`src/rtl/proc_control.sv`:
```
// proc_control: control FSM for the multi-cycle processor.
// Sequences fetch (T0..T2) and execute (T3..T5) over the shared bus.
//
// Ports:
//   Clock, Resetn   - clock and synchronous active-low reset
//   Run             - start/continue fetching, sampled only in T0
//   IR[8:0]         - current instruction {opcode, X, Y}; not latched here
//   G_nz            - G register is non-zero (mvnz condition)
//   Rin, Rout       - one-hot register write enables / bus drive selects
//   Gout, DINout    - G / DIN drive the bus
//   Ain, Gin        - load A from bus / load G from adder
//   AddSub          - 0 = add, 1 = subtract
//   IRin, ADDRin    - load IR from DIN / load ADDR from bus
//   DOUTin, W_D     - load DOUT from bus / memory write enable
//   incr_pc         - R7 increments at the next edge
//   Done            - final step of an instruction
//   Tstep           - current state, for debug
module proc_control (
  input  logic       Clock,
  input  logic       Resetn,
  input  logic       Run,
  input  logic [8:0] IR,
  input  logic       G_nz,
  output logic [7:0] Rin,
  output logic [7:0] Rout,
  output logic       Gout,
  output logic       DINout,
  output logic       Ain,
  output logic       Gin,
  output logic       AddSub,
  output logic       IRin,
  output logic       ADDRin,
  output logic       DOUTin,
  output logic       W_D,
  output logic       incr_pc,
  output logic       Done,
  output logic [2:0] Tstep
);

  typedef enum logic [2:0] {
    StT0 = 3'd0,
    StT1 = 3'd1,
    StT2 = 3'd2,
    StT3 = 3'd3,
    StT4 = 3'd4,
    StT5 = 3'd5
  } state_e;

  localparam logic [2:0] OpMv   = 3'b000;
  localparam logic [2:0] OpMvi  = 3'b001;
  localparam logic [2:0] OpAdd  = 3'b010;
  localparam logic [2:0] OpSub  = 3'b011;
  localparam logic [2:0] OpLd   = 3'b100;
  localparam logic [2:0] OpSt   = 3'b101;
  localparam logic [2:0] OpMvnz = 3'b110;
  localparam logic [2:0] OpUndf = 3'b111;

  state_e     state_q, state_d;
  logic [2:0] opcode;
  logic [7:0] x_oh, y_oh;

  assign opcode = IR[8:6];
  assign x_oh   = 8'd1 << IR[5:3];
  assign y_oh   = 8'd1 << IR[2:0];

  always_comb begin
    state_d = StT0;
    unique case (state_q)
      StT0: state_d = Run ? StT1 : StT0;
      StT1: state_d = StT2;
      StT2: state_d = StT3;
      StT3: begin
        unique case (opcode)
          OpMv, OpMvnz, OpUndf: state_d = StT0;
          default:              state_d = StT4;
        endcase
      end
      StT4: state_d = (opcode == OpSt) ? StT0 : StT5;
      StT5: state_d = StT0;
      default: state_d = StT0;
    endcase
  end

  always_ff @(posedge Clock) begin
    if (!Resetn) begin
      state_q <= StT0;
    end else begin
      state_q <= state_d;
    end
  end

  // Outputs are forced low for the whole time Resetn is asserted so an
  // aborted instruction cannot write anything in the reset cycle.
  always_comb begin
    Rin     = '0;
    Rout    = '0;
    Gout    = 1'b0;
    DINout  = 1'b0;
    Ain     = 1'b0;
    Gin     = 1'b0;
    AddSub  = 1'b0;
    IRin    = 1'b0;
    ADDRin  = 1'b0;
    DOUTin  = 1'b0;
    W_D     = 1'b0;
    incr_pc = 1'b0;
    Done    = 1'b0;
    Tstep   = '0;
    if (Resetn) begin
      Tstep = state_q;
      unique case (state_q)
        StT0: begin
          if (Run) begin
            Rout[7] = 1'b1;
            ADDRin  = 1'b1;
          end
        end
        StT1: incr_pc = 1'b1;
        StT2: IRin = 1'b1;
        StT3: begin
          unique case (opcode)
            OpMv: begin
              Rout = y_oh;
              Rin  = x_oh;
              Done = 1'b1;
            end
            OpMvi: begin
              Rout[7] = 1'b1;
              ADDRin  = 1'b1;
            end
            OpAdd, OpSub: begin
              Rout = x_oh;
              Ain  = 1'b1;
            end
            OpLd, OpSt: begin
              Rout   = y_oh;
              ADDRin = 1'b1;
            end
            OpMvnz: begin
              Done = 1'b1;
              if (G_nz) begin
                Rout = y_oh;
                Rin  = x_oh;
              end
            end
            OpUndf: Done = 1'b1;
            default: ;
          endcase
        end
        StT4: begin
          unique case (opcode)
            OpMvi: incr_pc = 1'b1;
            OpAdd, OpSub: begin
              Rout   = y_oh;
              Gin    = 1'b1;
              AddSub = (opcode == OpSub);
            end
            OpSt: begin
              Rout   = x_oh;
              DOUTin = 1'b1;
              W_D    = 1'b1;
              Done   = 1'b1;
            end
            default: ;
          endcase
        end
        StT5: begin
          unique case (opcode)
            OpMvi, OpLd: begin
              DINout = 1'b1;
              Rin    = x_oh;
              Done   = 1'b1;
            end
            OpAdd, OpSub: begin
              Gout = 1'b1;
              Rin  = x_oh;
              Done = 1'b1;
            end
            default: ;
          endcase
        end
        default: ;
      endcase
    end
  end

endmodule

```
`config.mk`:
```
export PLATFORM = sky130hd
export DESIGN_NAME = proc_control
export DESIGN_NICKNAME = d
export VERILOG_FILES = /design/src/rtl/proc_control.sv
export SDC_FILE = /design/constraint.sdc
export NUM_CORES = 1
export LEC_CHECK = 0
export ABC_AREA = 1
export CAP_MARGIN = 5
export CELL_PAD_IN_SITES_DETAIL_PLACEMENT = 1
export CELL_PAD_IN_SITES_GLOBAL_PLACEMENT = 2
export CORE_ASPECT_RATIO = 0.6
export CORE_UTILIZATION = 19
export DETAILED_ROUTE_END_ITERATION = 7
export PLACE_DENSITY_LB_ADDON = 0.1
export SYNTH_ARGS = -nofsm -noshare
export SYNTH_HDL_FRONTEND = slang
export SYNTH_SLANG_ARGS = --single-unit
```
`constraint.sdc`:
```
create_clock -name Clock -period 2.8 [get_ports Clock]
set_input_delay 0.56 -clock Clock [delete_from_list [all_inputs] [get_ports Clock]]
set_output_delay 0.56 -clock Clock [all_outputs]
set_load 0.1 [all_outputs]
```
### Yosys cells after proc, flatten, opt, wreduce, memory -nomap -nowiden

Cells that the tools add are included.
W data, S select, Z words.

* flip-flop bits (word level): 3
* bits of input ports: 13
* output and inout bits: 30
* word-level logic and storage cells: 69

* equality and inequality tests: 12
* shifts and indexed selects: 2
* mux-type cells: 46
* reduce and logical (&&, ||, !) cells: 8

Operators with widths (count)
* $pmux W8 S2: 3
* $mux W8: 5
* $mux W1: 27
* $pmux W7 S3: 1
* $eq A3 B3 Y1 const B: 6
* $shl A1 B3 Y8 const A: 2
* $pmux W3 S5: 1
* $pmux W7 S2: 1
* $eq A3 B2 Y1 const B: 4
* $mux W3: 3
* $reduce_or A3 Y1: 3
* $eq A3 B1 Y1 const B: 2
* $logic_not A3 Y1: 2
* $pmux W1 S3: 2
* $pmux W1 S2: 2
* $pmux W1 S4: 1
* $reduce_or A2 Y1: 2
* $reduce_or A4 Y1: 1

### Depth between registers and ports, before layout

* depth in word-level cells: 5
* mapped depth: 8
* depth with buffers taken out: 7

### Worst setup path before layout

OpenSTA, ideal clock, no wires.

* path type: input to output
* from: input IR[8]
* to: output Gout
* arrival time: 3074 ps
* required time: 2240 ps
* setup slack: -834 ps
* stages on the path: 5
* path buffers: 2
* cells stage by stage: buf_4 nor2_8 buf_6 inv_1 nor3_1

* word-level cells in the longest chain between the ends: 5
* elaborated cells on any way between the ends: 6
* those cells by class: eq/ne: 2; mux: 3; reduce/logical: 1

Ends and longest elaborated chain
* start, declared: RTL line 22 `input logic [8:0] IR,`
* $eq A3 B2 Y1: RTL line 168 `unique case (opcode)`
* $reduce_or A2 Y1 (*): RTL line 168
* $mux W1 (*): RTL line 168
* $mux W1 (*): RTL line 111 `unique case (state_q)`
* $mux W1 (*): RTL line 109 `if (Resetn) begin`
* end, declared: RTL line 26 `output logic Gout,`

Every way passes the cells marked *; elsewhere a longest branch is shown, timed or not.

### Worst setup path in the final report

* from: input IR[0]
* to: output Rout[5]

* word-level cells in the longest chain between the ends: 5
* elaborated cells on any way between the ends: 6
* those cells by class: shift: 1; mux: 5

Ends and longest elaborated chain
* $shl A1 B3 Y8 (*): RTL line 64 `assign y_oh = 8'd1 << IR[2:0];`
* $mux W8: RTL line 141 `if (G_nz) begin`
* $pmux W7 S3: RTL line 121 `unique case (opcode)`
* $pmux W7 S2 (*): RTL line 111
* $mux W8 (*): RTL line 109
* end, declared: RTL line 25 `output logic [7:0] Rout,`

Marks and branches as above.

==> reports/metrics.cfg <==
[floorplanning]
start_util_pct=20.0
boundaryPins=43
fp.dieW_um=92.2
core_um2=4640
die_h_um=56.1
dieArea_um2=5170
num_rows=19

[cts]
insertion_delay_ns=0.22
cts_root_buf=clkbuf_8
clkTransAtPathRegs_ns=0.03
clockBufferDepth=2
tritoncts=done
htreeDepth=1
clkSinkCount=3
ctsHoldBuffers=0
cts_made_buffers=3
postCtsSetupRepairBufs=0

[timing]
period_minus_slack_ns=2.68
setup_viol=0
skew_ns=0.00187
worst_slew_pin_slew_ns=0.321
hold_viol=0
whs_ns=0.710
rsz0062_at_grt=false
max_freq_ghz=0.373
drv_slew=0
relSlewSlack_pct=78.5
period_share_pct=95.8

[hold_path]
min_path_cells=3
hp-class=reg -> reg
hold_start=state_q[0]$_SDFF_PN0_
whs_endpoint=state_q[1]$_SDFF_PN0_

[logic_synthesis]
synthesis.area_um2=927
synth_area_per_cell_um2=4.75
yosys.area_share.simple_pct=60.1
synth_edf_count=0
synth_ff_type=dfxtp_1
synth_compound_area_share_pct=17.0
ys_top_cells_by_count=nand2_1 (73), nor2_1 (29), inv_1 (27)
synth_top_area_share_pct=29.6
yosys.area_share.adder_pct=0
yosysTopAreaCell=nand2_1
synthCells=195
synth_top_family_by_area=simple AND/OR/NAND/NOR gates
synth_seq_cells=3
synthArstFlopShare_pct=0
yosysSeqAreaShare_pct=6.48
muxShareOfSynthArea_pct=0
synthesis.nets=208
yosysMostFrequentCell=nand2_1
synth_area_leaders=nand2_1 (30%), nor2_1 (12%), inv_1 (11%), nor3_1 (7.0%), dfxtp_1 (6.5%)
ys_warn_count=0
synth.distinct_cells=23
synth_xor_area_share_pct=0

[detailed_routing]
wire_per_inst_um=13.9
ant_nets=0
dr.pass1.iters=4
viasPerCell=4.45
drt_wl_total_mm=4.43
route.detailed.drc=0
dr_total_vias=1415
drt_iter0_markers=48

[global_route]
grt_pass1_wl_mm=7.25
grt_usage_pct=18.0
grt_max_degree=18
antenna_found_initial=0
grt_overflow=0
grt_pass1_vias=1456

[outcome]
status=completed

[finish]
nets=269
diodes=0
top_regs=state_q (3)
regMostFlops=state_q
drive_above_1_share_pct=32.5
largest_register_ffs=3
finish.instance_area_um2=1960
area_delta_synth_final_pct=111

[critical_path]
crit_required_ns=2.24
arrival_ns=2.12
crit_path_start_kind=input pin
r2r_end=state_q[0]$_SDFF_PN0_
r2r_cells=5
critPathMaxFanout=4
regToRegStartpoint=state_q[0]$_SDFF_PN0_
worst-r2r-setup-slack_ns=1.52
cp-startpoint=IR[0]
cp-end-kind=output port
critPathKind=in -> out

[power]
p_per_area_nw_per_um2=213
p_leak_nw=0.851
irDropWorstVdd_uv=96.9

[placement]
port_buffers=42
place.gp.congestion=0.781
post_dp_cell_area_um2=1880
dp_hpwl_mm=3.74

[run]
drv_cap=0

==> cell type report <==
type	instances	area, µm²
fillers	608	2680
multi-input cells	157	786
well taps	63	78.8
inverters	30	115
repair buffers	61	871
clock buffers	4	45.0
flip-flops and latches	3	60.1
==> stage by stage <==
stage | power, mW | setup WS (ns) | setup TNS (ns) | util [%] | std cells
2_1_floorplan | 0.189 | -0.255 | -2.05 | - | 195
3_3_place_gp | 0.285 | -0.0682 | -0.353 | 40.6 | 314
3_5_place_dp | 0.289 | -0.120 | -1.35 | 40.6 | 314
4_1_cts | 0.420 | 0.0380 | 0 | 41.9 | 318
5_1_grt | 0.441 | 0.0152 | 0 | 42.2 | 318
6_report | 0.416 | 0.118 | 0 | 42.2 | 318
==> repair_timing <==
| action | CTS | global route |
|---|---|---|
| pin swaps | 3 | 0 |
| endpoints found under the setup margin | 18 | 6 |
| gates resized for setup | 9 | 6 |
| gates cloned | 0 | 0 |
==> layer usage <==
layer,GRT usage [%],up-vias,wire [µm]
li1,-,734,-
met4,4.46,0,19
met3,1.64,2,192
met5,0,-,0
met1,28.0,644,2390
met2,26.0,35,1830
==> worst max-delay path by stage <==
stage / to / slack, ns / depth (start not counted)
final: Rout[5] / 0.12 / 8
after global routing: Rin[4] / 0.02 / 9
after CTS: Rout[7] / 0.04 / 8
after detailed placement: Rin[5] / -0.12 / 9
after global placement: Rout[5] / -0.07 / 9
after floorplan: Rin[0] / -0.25 / 7
==> power breakdown <==
group / total (mW) / internal [mW] / switching, mW
Clock: 0.128 / 0.0973 / 0.0310
Combinational: 0.234 / 0.0799 / 0.154
Sequential: 0.0539 / 0.0472 / 0.00665
==> kinds of logic after synthesis <==
family	after synthesis
AOI/OAI and AO/OA	26
and+or+nand+nor	131
DFF	3
buffers and inverters	35
==> worst max-delay path, cell delays in order <==
cell and delay [ns]:
clkdlybuf4s50_1 0.54, inv_1 0.12, nor3_1 0.28, nand2_1 0.09
nand2_1 0.08, nand2_1 0.06, a21oi_2 0.19, buf_12 0.19
==> layout by cell type, fill, tap and decap left out, types with 2 or more instances in the layout <==
cell type,count
buf_4,18
nor3_2,3
nand3_1,11
nor2_1,18
clkdlybuf4s50_1,6
a21oi_2,9
nand2_1,72
nor3_1,10
a21oi_1,6
dlymetal6s2s_1,3
inv_1,27
nor2_2,11
dlygate4sd2_1,3
clkinv_1,2
clkbuf_8,3
buf_12,30
nor2_4,2
o21ai_0,7
dfxtp_1,3
No activity file was read; power rests on OpenSTA's default activity.
